## src/rtl/hamming_tx_sched.sv

```systemverilog
// hamming_tx_sched: round-robin two-channel scheduler sharing one Hamming(12,8) encoder,
// serialising {start, channel, codeword, stop} frames at BIT_CYCLES clocks per bit.
module hamming (
    input  logic [7:0]  data,
    output logic [11:0] code
);
    assign code = {data,
                   ^{data[7], data[5], data[3], data[2]},
                   ^{data[7], data[6], data[4], data[2], data[1]},
                   ^{data[7], data[6], data[5], data[3], data[1], data[0]},
                   ^{data[6], data[4], data[3], data[0]}};
endmodule

module hamming_tx_sched #(
    parameter int BIT_CYCLES = 4
) (
    input  logic       clk,
    input  logic       rst,
    input  logic       req0_valid,
    input  logic [7:0] req0_data,
    output logic       req0_ready,
    input  logic       req1_valid,
    input  logic [7:0] req1_data,
    output logic       req1_ready,
    output logic       tx_bit,
    output logic       tx_busy,
    output logic       tx_chan,
    output logic       frame_done
);
    typedef enum logic [1:0] {IDLE, LOAD, SEND} state_t;
    localparam logic [15:0] LAST = 16'(BIT_CYCLES - 1);
    state_t      state;
    logic [7:0]  data_q;
    logic [14:0] shift_q;
    logic [3:0]  bit_cnt;
    logic [15:0] cyc_cnt;
    logic        last_grant;
    logic        grant;
    logic [11:0] code;
    hamming u_hamming (.data(data_q), .code(code));
    // on contention the channel not served last time wins
    assign grant      = (req0_valid & req1_valid) ? ~last_grant : req1_valid;
    assign req0_ready = (state == IDLE) & !rst & req0_valid & !grant;
    assign req1_ready = (state == IDLE) & !rst & req1_valid & grant;
    assign tx_busy    = (state != IDLE);
    always_ff @(posedge clk) begin
        if (rst) begin
            state      <= IDLE;
            data_q     <= '0;
            shift_q    <= '1;
            bit_cnt    <= '0;
            cyc_cnt    <= '0;
            last_grant <= 1'b1;
            tx_bit     <= 1'b1;
            tx_chan    <= 1'b0;
            frame_done <= 1'b0;
        end else begin
            frame_done <= 1'b0;
            case (state)
                IDLE: if (req0_ready | req1_ready) begin
                    data_q     <= grant ? req1_data : req0_data;
                    tx_chan    <= grant;
                    last_grant <= grant;
                    state      <= LOAD;
                end
                LOAD: begin
                    shift_q <= {1'b0, tx_chan, code, 1'b1};
                    bit_cnt <= '0;
                    cyc_cnt <= '0;
                    tx_bit  <= 1'b0;
                    state   <= SEND;
                end
                SEND: if (cyc_cnt == LAST) begin
                    cyc_cnt <= '0;
                    shift_q <= {shift_q[13:0], 1'b1};
                    bit_cnt <= bit_cnt + 4'd1;
                    tx_bit  <= shift_q[13];
                    if (bit_cnt == 4'd14) begin
                        state      <= IDLE;
                        bit_cnt    <= '0;
                        tx_bit     <= 1'b1;
                        frame_done <= 1'b1;
                    end
                end else begin
                    cyc_cnt <= cyc_cnt + 16'd1;
                end
                default: state <= IDLE;
            endcase
        end
    end
endmodule
```

## config.mk

```make
export PLATFORM = sky130hd
export DESIGN_NAME = hamming_tx_sched
export DESIGN_NICKNAME = d
export VERILOG_FILES = /design/src/rtl/hamming_tx_sched.sv
export SDC_FILE = /design/constraint.sdc
export NUM_CORES = 1
export LEC_CHECK = 0
export CAP_MARGIN = 10
export CORE_MARGIN = 8
export CORE_UTILIZATION = 57
export CTS_CLUSTER_DIAMETER = 150
export DETAILED_ROUTE_END_ITERATION = 10
export HOLD_SLACK_MARGIN = 0.1
export PLACE_DENSITY = 0.86
export SKIP_CTS_REPAIR_TIMING = 1
export SLEW_MARGIN = 10
export SYNTH_ARGS = -nofsm -noshare
export SYNTH_HDL_FRONTEND = slang
export SYNTH_SLANG_ARGS = --single-unit
```

## constraint.sdc

```tcl
create_clock -name clk -period 2.4 [get_ports clk]
set_input_delay 0.36 -clock clk [delete_from_list [all_inputs] [get_ports clk]]
set_output_delay 0.36 -clock clk [all_outputs]
set_load 0.03 [all_outputs]
```

==> summary.md, run 1 <==
| Metric | Value |
|---|---|
| Synthesis Warnings | 0 |
| Worst relative slew slack | 0.731 |
| Hold Fails Final Rpt | 0 |
| Num rows | 24 |
| Count leader, synth | dfxtp_1 |
| Core Area | 0.00435 sq mm |
| Worst setup SP type | flip-flop |
| Cell mode on critical path | inv_1 |
| HPWL after DPL | just under 4000 um |
| Clock Path Buffers | 2 |
| Least-Margin Pin Slew | roughly 400 ps |
| Post-Syn Area | between 0.002 and 0.003 sq mm |
| Switch Pwr | 0.893 mW |
| Initial core utilization | 0.593 |
| Share of flip-flops with an asynchronous set or reset | 0 |
| Top post-synthesis cells by count | 47 x dfxtp_1, 22 x nor3_1, 15 x a21oi_1 |
| # port buffers | 25 |
| Place WS | 169 ps |
| Syn Inst Count | 280 |
| Seq pwr share | 0.388 |
| DRT Wirelength | 5570 um |
| Yosys reg bits | 47 |
| Io pins | 26 |
| Cell variety after synth | 56 |
| Area of placed instances | 0.00286 sq mm |
| Max cap viols | 0 |
| Post-synth EDFFs | 0 |
| Tmin final | between 2000 and 2500 ps |
| Antenna-violating nets left | 0 |
| Leakage | 1.13 nW |
| GRT Resource Usage Total | 0.160 |
| Initial antenna violation count | 0 |
| Pint | between 1.5 and 2 mW |
| Vias in the first global route | 2108 |
| Die height | 83.3 um |
| Clock network fraction of total power | 0.235 |
| Vias per inst | just over 6 |
| Max Slew Vio Count | 0 |
| Starting DRT DRC Count | 190 |
| # setup viols final | 0 |
| Peak VDD IR | approximately 0.00057 V |
| Avg WL per Cell | around 16 um |
| Cell area after layout | 0.00298 sq mm |
| Critical path's slowest cell | clkdlybuf4s50_1 |
| Largest net degree at the start of global routing | 40 |
| Total grt overflow | 0 |
| Remaining DRCs | 0 |
| Number of antenna diodes | 0 |
| Worst-path clk slew | 90 ps |
| TritonRoute pass-1 iters | 4 |
| Crit. End Element | output pin |
| Die area | 0.00694 sq mm |
| Skew final | approximately 6.5 ps |
| H-tree levels | 2 |
| CTS tree | done |
| Syn avg cell area | 9.23 sq um |
| PwrDens | 877 mW/mm^2 |
| PnR worst setup slack | between 150 and 200 ps |
| FMAX | 450 MHz |
| Worst EP required | 2040 ps |
| Critical path type | reg2out |
| Final period util | 0.927 |
| Dominant cell type by area after synthesis | dfxtp_1 |
| Sink Count | 47 |
| Largest fanout on the critical path | 5 |
| Layout cells sized above 1 | 0.148 |
| Post-Syn Nets | 307 |
| CP Cell Sequence | inv_1 > ha_1 > inv_1 > clkdlybuf4s50_1 |
| GP Congestion | 0.837 |
| Via Count | between 2000 and 2500 |
| Outcome | finished, final reports clean |
| Die X-Extent | 83.3 um |
| Top cells by area, synth | dfxtp_1 36%, mux2i_1 4.3%, nor3_1 4.3% |
| Worst skew pair latency | 310 ps |
| Fin cells | 356 |
| RSZ-0062 raised after global routing | false |
| Placed cell count | 348 |
| Comb pwr share | 0.377 |
| Synth-to-Final Area Change | 15.4% |
| Nets | 330 |
| First-pass GRT wire length | 9630 um |
| Worst hold path type | reg2reg |
| CTS root buf | clkbuf_8 |
| Yosys top cell area share | 0.364 |
| Post-synthesis sequential area ratio | 0.364 |
| CTS Buf Count | 5 |
| Synth Flop Type | dfxtp_1 |
| CP Data Arrival Time | approximately 1900 ps |
| Net Sw Frac | 0.341 |
| Crit-path max cell delay | 690 ps |
## state kept, by name, indices dropped and copies added (netlist names)
| signal | flops |
|---|---|
| cyc_cnt | 16 |
| shift_q | 13 |
| data_q | 8 |
| bit_cnt | 4 |
| state | 2 |
| frame_done | 1 |
| last_grant | 1 |
| tx_bit | 1 |
| tx_chan | 1 |
## cell type report
class	instances	area (sq um)
Sequential cell	47	941
Multi-Input combinational cell	207	1500
Clock inverter	2	35.0
Fill cell	309	1370
Timing Repair Buffer	36	333
Tap cell	52	65.1
Clock buffer	6	82.6
Inverter	6	22.5
## cell families after synthesis
| group | Yosys count | share of synthesized area |
|---|---|---|
| adders and majority gates | 7 | 0.0339 |
| DFF | 47 | 0.364 |
| xor gates and xnor gates | 17 | 0.0736 |
| buffers and inverters | 26 | 0.0547 |
| AOI/OAI and AO/OA | 55 | 0.141 |
| muxes | 20 | 0.0818 |
| and+or+nand+nor | 108 | 0.251 |
## worst max-delay path: cells and delay by family (launching register included)
kind,cells,cell delay (ps)
flops,1,370
buf+inv,3,900
fa+ha+maj,1,270
## layout by cell type (no fill, tap or decap), drive strengths merged, types with 4 or more instances in the layout
master         count
dfxtp             47
nor4               5
xor2              11
and3               4
nand3             10
mux2               9
mux2i             11
or3                4
ha                 7
clkbuf             6
nand2b             8
nand2             14
nor3              23
nand4             11
inv                6
clkdlybuf4s50     23
a211oi            12
a21oi             15
o21ai             13
nor2              13
buf               12
## final timing paths
kind	from	to	cells past startpoint	slack (ps)
max	state[0]$_SDFFE_PP0P_	tx_busy	4	180
min	tx_bit$_SDFFE_PP1P_	tx_bit$_SDFFE_PP1P_	1	490
min reg2reg	tx_bit$_SDFFE_PP1P_	tx_bit$_SDFFE_PP1P_	1	490
max reg2reg	state[1]$_SDFFE_PP0P_	cyc_cnt[15]$_SDFFE_PP0P_	6	250
## stage by stage
| step | hold WS (ps) | setup TNS, ps | total power, mW | utilization |
|---|---|---|---|---|
| after floorplan | 438 | 0 | 1.74 | - |
| after global placement | 464 | 0 | 1.96 | 0.657 |
| after detailed placement | 478 | 0 | 2.00 | 0.657 |
| after CTS | 497 | -13.6 | 2.62 | 0.684 |
| after global routing | 511 | 0 | 2.76 | 0.684 |
| final | 492 | 0 | 2.62 | 0.684 |
## layer usage
metal	routed length, um	track usage	vias up
met4	77	0.0543	0
met5	0	0	-
met2	2500	0.245	67
met3	374	0.0566	9
li1	-	-	1074
met1	2620	0.201	1034
## power by group through the flow
stage	clock network [mW]	registers, mW	logic [mW]
floorplan	0	1.01	0.723
global placement	0	1.02	0.946
detailed placement	0	1.02	0.976
CTS	0.625	1.01	0.983
global route	0.654	1.03	1.08
finish	0.615	1.01	0.985
Power figures use the tool's default switching activity.
==> inputs of run 2 (changes only) <==
Settings changed: CORE_ASPECT_RATIO from default to 2, SYNTH_HIERARCHICAL from default to 1.
==> run 2 against run 1 <==
  * Maximum frequency increased by 0.24%
  * Non-clock buffer count decreased by 3
  * Count of clock-buffer cells in the layout decreased by 1
  * Hold slack improved by 0.89 ps
  * Synthesized cell count increased by 0.36%
  * Cell area decreased by 1.7%
  * Synthesized area increased by 0.19%
  * Via count decreased by 7.3%
  * Largest power group unchanged
==> summary.md, run 2 <==
| Metric | Value |
|---|---|
| Outcome | finished, final reports clean |
| Layout cells sized above 1 | 0.118 |
| PwrDens | 868 mW/mm^2 |
| Num rows | 34 |
| Vias in the first global route | 2063 |
| Yosys reg bits | 47 |
| Worst setup SP type | flip-flop |
| Post-synth EDFFs | 0 |
| Post-synthesis sequential area ratio | 0.363 |
| Cell mode on critical path | inv_1 |
| Biggest regs | cyc_cnt (16), shift_q (13), data_q (8) |
| Initial core utilization | 0.597 |
| Dominant cell type by area after synthesis | dfxtp_1 |
| Post-Syn Area | 0.00259 sq mm |
| GRT Max-Usage Layer | met2 |
| TritonRoute pass-1 iters | 4 |
| Worst skew pair latency | 300 ps |
| Final period util | 0.924 |
| H-tree levels | 2 |
| Clock network fraction of total power | 0.232 |
| Hold Crit Depth | 2 |
| Hold Fails Final Rpt | 0 |
| Crit-path max cell delay | 690 ps |
| Least-Margin Pin Slew | 574 ps |
| CP delay by family, top | buffers and inverters |
| CTS tree | done |
| Top cells by area, synth | dfxtp_1 36%, mux2i_1 8.5%, a211oi_1 5.8% |
| RSZ-0062 raised after global routing | false |
| Met1 Usage GRT | 0.135 |
| # setup viols final | 0 |
| Clock Path Buffers | 2 |
| Comb pwr share | 0.366 |
| Remaining DRCs | 0 |
| Design Power | between 2 and 3 mW |
| Pint | 1.69 mW |
| Syn Inst Count | 281 |
| Via Count | 2024 |
| Post-Syn Nets | 308 |
| Max cap viols | 0 |
| Max Slew Vio Count | 0 |
| Critical path type | reg2out |
| Commonest non-fill, non-tap cells in the layout | 47 x dfxtp_1, 38 x nor2_1, 23 x clkdlybuf4s50_1 |
| R2r setup slk | 340 ps |
| GRT Resource Usage Total | 0.155 |
| Yosys top cell area share | 0.363 |
| R2R cell count | 6 |
| Nets | around 320 |
| Top post-synthesis cells by count | 47 x dfxtp_1, 38 x nor2_1, 22 x mux2i_1 |
| FF+latch area | 941 sq um |
| PnR worst setup slack | 182 ps |
| Tmin final | 2220 ps |
| Antenna-violating nets left | 0 |
| Placed cell count | ~340 |
| Place WS | 351 ps |
| Synth-to-Final Area Change | 13.1% |
| Largest Register | cyc_cnt |
| Initial antenna violation count | 0 |
| Fill count | 355 |
| Met3 Track Usage GR | 0.0314 |
| Worst path bufs/invs | 3 |
| Starting DRT DRC Count | between 40 and 50 |
| Max FFs per register | 16 |
| Sink Count | 47 |
| Worst relative slew slack | 0.618 |
| Crit. End Element | output pin |
| Worst hold path type | reg2reg |
| Vias per inst | 5.77 |
| Fin Setup TNS | 0 ps |
| Cell variety after synth | 51 |
| Core Area | about 0.0043 sq mm |
| HPWL after DPL | approximately 4300 um |
| Largest net degree at the start of global routing | 29 |
| # port buffers | 25 |
| Multi-input logic area | 0.00146 sq mm |
| Largest fanout on the critical path | 4 |
| Synth Flop Type | dfxtp_1 |
| Number of antenna diodes | 0 |
| GRT met2 Usage | 0.313 |
| CTS root buf | clkbuf_8 |
| CP Cell Sequence | inv_1 > ha_1 > inv_1 > clkdlybuf4s50_1 |
| FF-to-FF End | cyc_cnt[15]$_SDFFE_PP0P_ |
| Total grt overflow | 0 |
| Die height | 111 um |
| Hold Slack | between 400 and 500 ps |
| Switch Pwr | 0.854 mW |
| Most common cell after layout, fill and taps aside | dfxtp_1 |
| DRT Wirelength | 5520 um |
| First-pass GRT wire length | between 9000 and 10000 um |
| Count leader, synth | dfxtp_1 |
| Avg WL per Cell | between 15 and 20 um |
| Seq pwr share | 0.402 |
| Hold EP | state[0]$_SDFFE_PP0P_ |
| Share of flip-flops with an asynchronous set or reset | 0 |
| Io pins | 26 |
| Worst Hold Launch | state[0]$_SDFFE_PP0P_ |
| Critical R2R Launch | state[1]$_SDFFE_PP0P_ |
| CP Data Arrival Time | 1860 ps |
| Net Sw Frac | 0.336 |
| GP Congestion | 0.850 |
| Fin cells | 351 |
| Synthesis Warnings | 6 |
| Die area | about 0.0071 sq mm |
| Peak VDD IR | 0.000697 V |
| FMAX | 451 MHz |
| Worst EP required | 2040 ps |
| Die X-Extent | approximately 64 um |
| Worst-path clk slew | around 90 ps |
| CTS Buf Count | 5 |
| Critical path's slowest cell | clkdlybuf4s50_1 |
| Leakage | 1.16 nW |
| Skew final | 12.8 ps |
| Syn avg cell area | 9.21 sq um |
## run 2: changes by cell type after synthesis, sizes merged, moves of 6 or more
cell,before,now
nor2,13,38
nor3,23,3
and2,2,13
mux2i,11,22
nand4,11,2
o21ai,13,4
a211oi,12,20
a21oi,15,8
mux2,9,2
buf,10,16
nand2b,8,2
## run 2: cell type report
class,instances,area share
Multi-Input combinational cell,201,0.498
Sequential cell,47,0.321
Timing Repair Buffer,33,0.109
Clock buffer,5,0.0235
Tap cell,54,0.0231
Clock inverter,3,0.0158
Inverter,8,0.0103
## run 2: worst max path at each step
stage                           from                  endpoint  cells past startpoint
3_5_place_dp              req1_valid                req0_ready                      5
6_report       state[1]$_SDFFE_PP0P_                   tx_busy                      4
5_1_grt        state[1]$_SDFFE_PP0P_                   tx_busy                      4
3_3_place_gp              req1_valid                req0_ready                      5
4_1_cts        state[0]$_SDFFE_PP0P_                   tx_busy                      4
2_1_floorplan  state[0]$_SDFFE_PP0P_  cyc_cnt[15]$_SDFFE_PP0P_                      7
## run 2: cell families (layout without fill, tap and decap cells)
| logic type | count (synthesis) | count (layout) | share of synthesized area |
|---|---|---|---|
| AOI/OAI and AO/OA | 42 | 42 | 0.122 |
| xor gates and xnor gates | 20 | 20 | 0.0783 |
| adders and majority gates | 7 | 7 | 0.0338 |
| buffers and inverters | 33 | 49 | 0.0735 |
| DFF | 47 | 47 | 0.363 |
| muxes | 24 | 24 | 0.0967 |
| and+or+nand+nor | 108 | 108 | 0.232 |
## run 2: power by group through the flow
stage	clock network (mW)	logic, mW	registers, mW
after floorplan	0	0.753	1.03
after global placement	0	0.898	1.03
after detailed placement	0	0.928	1.04
after CTS	0.595	0.938	1.02
after global routing	0.625	1.01	1.04
final	0.590	0.931	1.02
## run 2: stage by stage
| step | utilization | area [sq um] |
|---|---|---|
| after floorplan | - | 2590 |
| after global placement | 0.649 | 2810 |
| after detailed placement | 0.649 | 2810 |
| after CTS | 0.675 | 2930 |
| after global routing | 0.675 | 2930 |
| final | 0.675 | 2930 |
## run 2: worst register-to-register path, stage by stage, from the launching register on
cell and delay (ps):
dfxtp_1 390, inv_1 100, ha_1 380, and4_1 370, nand3_4 130, or4_4 490, a21oi_2 140
## run 2: routing by layer
| layer | vias to the layer above | routed length, um | share of wire |
|---|---|---|---|
| met5 | - | 0 | 0 |
| met4 | 0 | 146 | 0.026 |
| met3 | 14 | 129 | 0.023 |
| met2 | 35 | 3200 | 0.58 |
| met1 | 969 | 2040 | 0.37 |
| li1 | 1006 | - | - |
